--- src/rtl/vending_pkg.sv ---
// Shared types and coin constants for the candy vending controller.
// Credit is tracked as one of three states; all arithmetic is in cents.
package vending_pkg;

    typedef enum logic [1:0] {
        S0  = 2'd0,
        S5  = 2'd1,
        S10 = 2'd2
    } state_t;

    localparam logic [5:0] PRICE   = 6'd15;
    localparam logic [5:0] NICKEL  = 6'd5;
    localparam logic [5:0] DIME    = 6'd10;
    localparam logic [5:0] QUARTER = 6'd25;

    function automatic logic [5:0] credit_of(input state_t s);
        logic [5:0] c;
        case (s)
            S5:      c = 6'd5;
            S10:     c = 6'd10;
            default: c = 6'd0;
        endcase
        return c;
    endfunction

    // Only 0, 5 and 10 cents can be held below the price.
    function automatic state_t state_of(input logic [5:0] cents);
        state_t s;
        case (cents)
            6'd5:    s = S5;
            6'd10:   s = S10;
            default: s = S0;
        endcase
        return s;
    endfunction

endpackage

--- src/rtl/vending_machine.sv ---
// Candy vending controller: accumulates coin credit toward a 15 cent candy,
// vends with minimum change (dimes first) and refunds on request.
module vending_machine
    import vending_pkg::*;
(
    input  logic       clk,
    input  logic       rst_n,
    input  logic       nickel_in,
    input  logic       dime_in,
    input  logic       quarter_in,
    input  logic       thanks_in,
    output logic       candy_out,
    output logic       nickel_out,
    output logic [1:0] dime_out
);

    state_t     state_q, state_d;
    logic       candy_q, candy_d;
    logic       nickel_q, nickel_d;
    logic [1:0] dime_q, dime_d;

    logic [5:0] coin_value;
    logic [5:0] total;
    logic [5:0] change;

    always_ff @(posedge clk) begin
        // rst_n is active-high despite its name.
        if (rst_n) begin
            state_q  <= S0;
            candy_q  <= 1'b0;
            nickel_q <= 1'b0;
            dime_q   <= 2'b00;
        end else begin
            state_q  <= state_d;
            candy_q  <= candy_d;
            nickel_q <= nickel_d;
            dime_q   <= dime_d;
        end
    end

    always_comb begin
        state_d    = state_q;
        candy_d    = 1'b0;
        nickel_d   = 1'b0;
        dime_d     = 2'b00;
        coin_value = 6'd0;
        total      = 6'd0;
        change     = 6'd0;

        if (quarter_in) begin
            coin_value = QUARTER;
        end else if (dime_in) begin
            coin_value = DIME;
        end else if (nickel_in) begin
            coin_value = NICKEL;
        end

        if (coin_value != 6'd0) begin
            total = credit_of(state_q) + coin_value;
            if (total >= PRICE) begin
                state_d = S0;
                candy_d = 1'b1;
                change  = total - PRICE;
                // Change is at most 20 cents: greedy dimes, then one nickel.
                if (change >= 6'd20) begin
                    dime_d = 2'd2;
                    change = change - 6'd20;
                end else if (change >= 6'd10) begin
                    dime_d = 2'd1;
                    change = change - 6'd10;
                end
                nickel_d = (change != 6'd0);
            end else begin
                state_d = state_of(total);
            end
        end else if (thanks_in) begin
            state_d  = S0;
            nickel_d = (state_q == S5);
            dime_d   = (state_q == S10) ? 2'd1 : 2'd0;
        end
    end

    assign candy_out  = candy_q;
    assign nickel_out = nickel_q;
    assign dime_out   = dime_q;

endmodule

--- config.mk ---
export PLATFORM = sky130hd
export DESIGN_NAME = vending_machine
export DESIGN_NICKNAME = d
export VERILOG_FILES = /design/src/rtl/vending_pkg.sv /design/src/rtl/vending_machine.sv
export SDC_FILE = /design/constraint.sdc
export NUM_CORES = 1
export LEC_CHECK = 0
export CAP_MARGIN = 15
export CORE_UTILIZATION = 35
export CTS_BUF_LIST = sky130_fd_sc_hd__clkbuf_4 sky130_fd_sc_hd__clkbuf_8
export CTS_CLUSTER_SIZE = 40
export DETAILED_ROUTE_END_ITERATION = 6
export SLEW_MARGIN = 20
export SYNTH_ARGS = -nofsm -noshare
export SYNTH_HDL_FRONTEND = slang
export SYNTH_SLANG_ARGS = --single-unit
--- constraint.sdc ---
create_clock -name clk -period 6.93 [get_ports clk]
set_clock_uncertainty 0.15 [all_clocks]
set_input_delay 1.0395 -clock clk [delete_from_list [all_inputs] [get_ports clk]]
set_output_delay 1.0395 -clock clk [all_outputs]
set_load 0.02 [all_outputs]
==> run metrics <==
residual DRC count 0; via count of the first global-routing pass ~710; number of top-level design ports 10; RSZ-0062 raised after global routing false; delay of the slowest cell on the worst path about 750 ps; total congestion overflow after global routing 0; Worst Hold Class reg -> reg; gpl congestion 0.8202; shortest period the worst path allows roughly 4800 ps; aggregate global-route resource usage 0.1540; main flop type after synthesis sky130_fd_sc_hd__dfxtp_1; count of distinct cell types in the synthesized netlist 48; final number of setup-violating endpoints 0; netlist area before placement slightly below 900 um^2; post-route core utilization 0.4469; count of input and output buffers 9; buffers from clock root to sink, at most 2; starting utilization of the core area 0.3843; post-place instance area 994.7 um^2; Core Footprint about 2300 um^2; critical path fanouts, max 9; proportion of netlist area held by the largest area contributor 0.1717; post-route cell area 1017 um^2; horizontal die dimension 51.99 um; main area contributors after synthesis sky130_fd_sc_hd__ha_1 (17%), sky130_fd_sc_hd__dfxtp_1 (14%), sky130_fd_sc_hd__inv_1 (5.2%); status finished, final reports clean; Max-cap violations 0; Area growth, synth to finish 16.31%; parity-gate share of the synthesized area counting xor and xnor cells 0.1144; drt first-iter violations 14; number of nets in the final layout around 140; Final Non-Filler Cells about 140; required time reported for the critical path endpoint a little under 7000 ps; largest family of logic cells by synthesized area simple AND/OR/NAND/NOR gates; cell occurring most often along the worst timing path sky130_fd_sc_hd__inv_1; largest area contributor in the netlist sky130_fd_sc_hd__ha_1; sort of element at the start of the critical path input pin; arrival time at the worst endpoint 4830 ps; mux cell area share after synthesis 0.01144; DRT antenna net count 0; endpoint type of the worst setup path flip-flop; ratio of cells with drive above 1 in the final layout 0.1053; maximum frequency from static timing analysis around 210 MHz; wire length per cell after detailed routing ~12 um; pin count of the biggest net entering global routing 10; via count 767; Worst Max-Slew Pin Slew between 400 and 500 ps; sum of internal, switching and leakage power 116.8 uW; post-synth net total about 120; IR Drop Worst-Case VDD roughly 110 uV; number of synthesized flops with an enable pin 0; wire length of the first global-routing pass 3125 um; Pleak 0.0004455 uW; worst skew pair latency roughly 240 ps; Post-DP HPWL 1452 um; hold-fix buffers at CTS 0; period utilization 0.6991; synthesized flop and latch total 6; number of placement rows 17; Die Height a little over 50 um; Post-Syn Instances between 100 and 150; slowest CP cell sky130_fd_sc_hd__clkdlybuf4s50_1; Yosys Warn Count 0; initial antenna violation count 0; compound-cell area share of the yosys netlist 0.2117; Placed Cells incl. Taps about 140; Vias/cell 5.401; Pre-antenna DRT Iters 4; Adder-Cell Fraction of Synth Area 0.1946; highest-count cells in the layout ignoring fill and taps sky130_fd_sc_hd__inv_1 (12), sky130_fd_sc_hd__ha_1 (12), sky130_fd_sc_hd__clkdlybuf4s50_1 (9); hold violation total from the final report 0; mean post-synth cell area about 8.5 um^2; root buf cell sky130_fd_sc_hd__clkbuf_4; total negative slack 0 ps; chain of cells forming the critical path clkdlybuf4s50_1 > inv_1 > o21ai_0 > ha_1 > inv_1 > fa_1 > inv_1 > ha_1 > xor2_1 > inv_1 > ha_1 > a21oi_1 > xnor2_1 > o32a_1 > o31a_1; number of slew-limit violations in the final report 0; clock net sink count 6; Post-CTS Resized 0; Slew Limit Headroom 0.6936; sequential share of the synthesized area 0.1373; async set or reset register ratio after synthesis 0; Total Die Area 2703 um^2; TritonCTS Buffers 3; count of inserted antenna diode cells 0; Power per Cell Area approximately 110 nW/um^2; sum of routed wire length over all layers between 1500 and 2000 um; WS Path Type in -> reg; total setup buffers inserted after CTS 0; CTS clk-pin slew, worst paths approximately 40 ps; basic-gate share of the synthesized area counting and, or, nand and nor cells 0.2732; TritonCTS clock tree built; H-tree depth 1
-- Yosys cell counts (all sizes together), types with 3 or more instances --
cell type,instances
inv,12
ha,12
a21oi,5
nor3,3
or2,3
or3,3
dfxtp,6
nand3,4
nor2,6
nand2b,3
o21ai,3
nand2,8
xnor2,3
nand4b,3
-- cell families after synthesis --
| family | after synthesis |
|---|---|
| AO/OA/AOI/OAI | 24 |
| XOR/XNOR | 6 |
| adder cells (fa/ha/maj) | 13 |
| buffers and inverters | 13 |
| flip-flops | 6 |
| multiplexers | 1 |
| AND/OR/NAND/NOR | 40 |
-- final cells by class --
type,instances,area [um^2]
repair buffers,9,90.09
inverters,12,45.04
multi-input cells,84,704.4
well taps,28,35.03
fillers,223,1259
flip-flops and latches,6,120.1
clock buffers,3,22.52
-- worst paths after layout --
check,from,to,slack [ps],cells past startpoint
hold / removal,state_q[0],state_q[0],390,2
setup / recovery,quarter_in,nickel_out,2090,15
hold reg to reg,state_q[0],state_q[0],390,2
setup reg to reg,state_q[0],nickel_out,3340,13
-- critical path, delay by kind of cell --
family,cells,cell delay (ps)
AOI/OAI and AO/OA,4,880
xor gates and xnor gates,2,450
adders and majority gates,4,1230
buffers and inverters,5,1220
-- state kept, by name, summed over array words and instances (netlist names) --
| name | count |
|---|---|
| dime_out | 2 |
| state_q | 2 |
| candy_out | 1 |
| nickel_out | 1 |
-- routing by layer --
layer / wire length (um) / global-route usage
met1: 904 / 0.2171
met3: 56 / 0.04678
met4: 0 / 0.02252
met5: 0 / 0
met2: 803 / 0.2329
-- metrics by stage --
stage / setup WS [ps] / hold WS (ps)
floorplan: 2750 / 340.6
global placement: 1880 / 385.1
detailed placement: 1868 / 394.7
CTS: 2087 / 396.5
global route: 1792 / 430.2
finish: 2085 / 392.1
-- where the power goes --
group	internal, uW	leakage, uW	switching, uW
logic	21.8	0.000383	26.7
registers	36.2	0.0000491	0.405
clock network	19.6	0.0000138	12.3
total	77.5	0.000446	39.3
(Power assumes the default switching activity.)
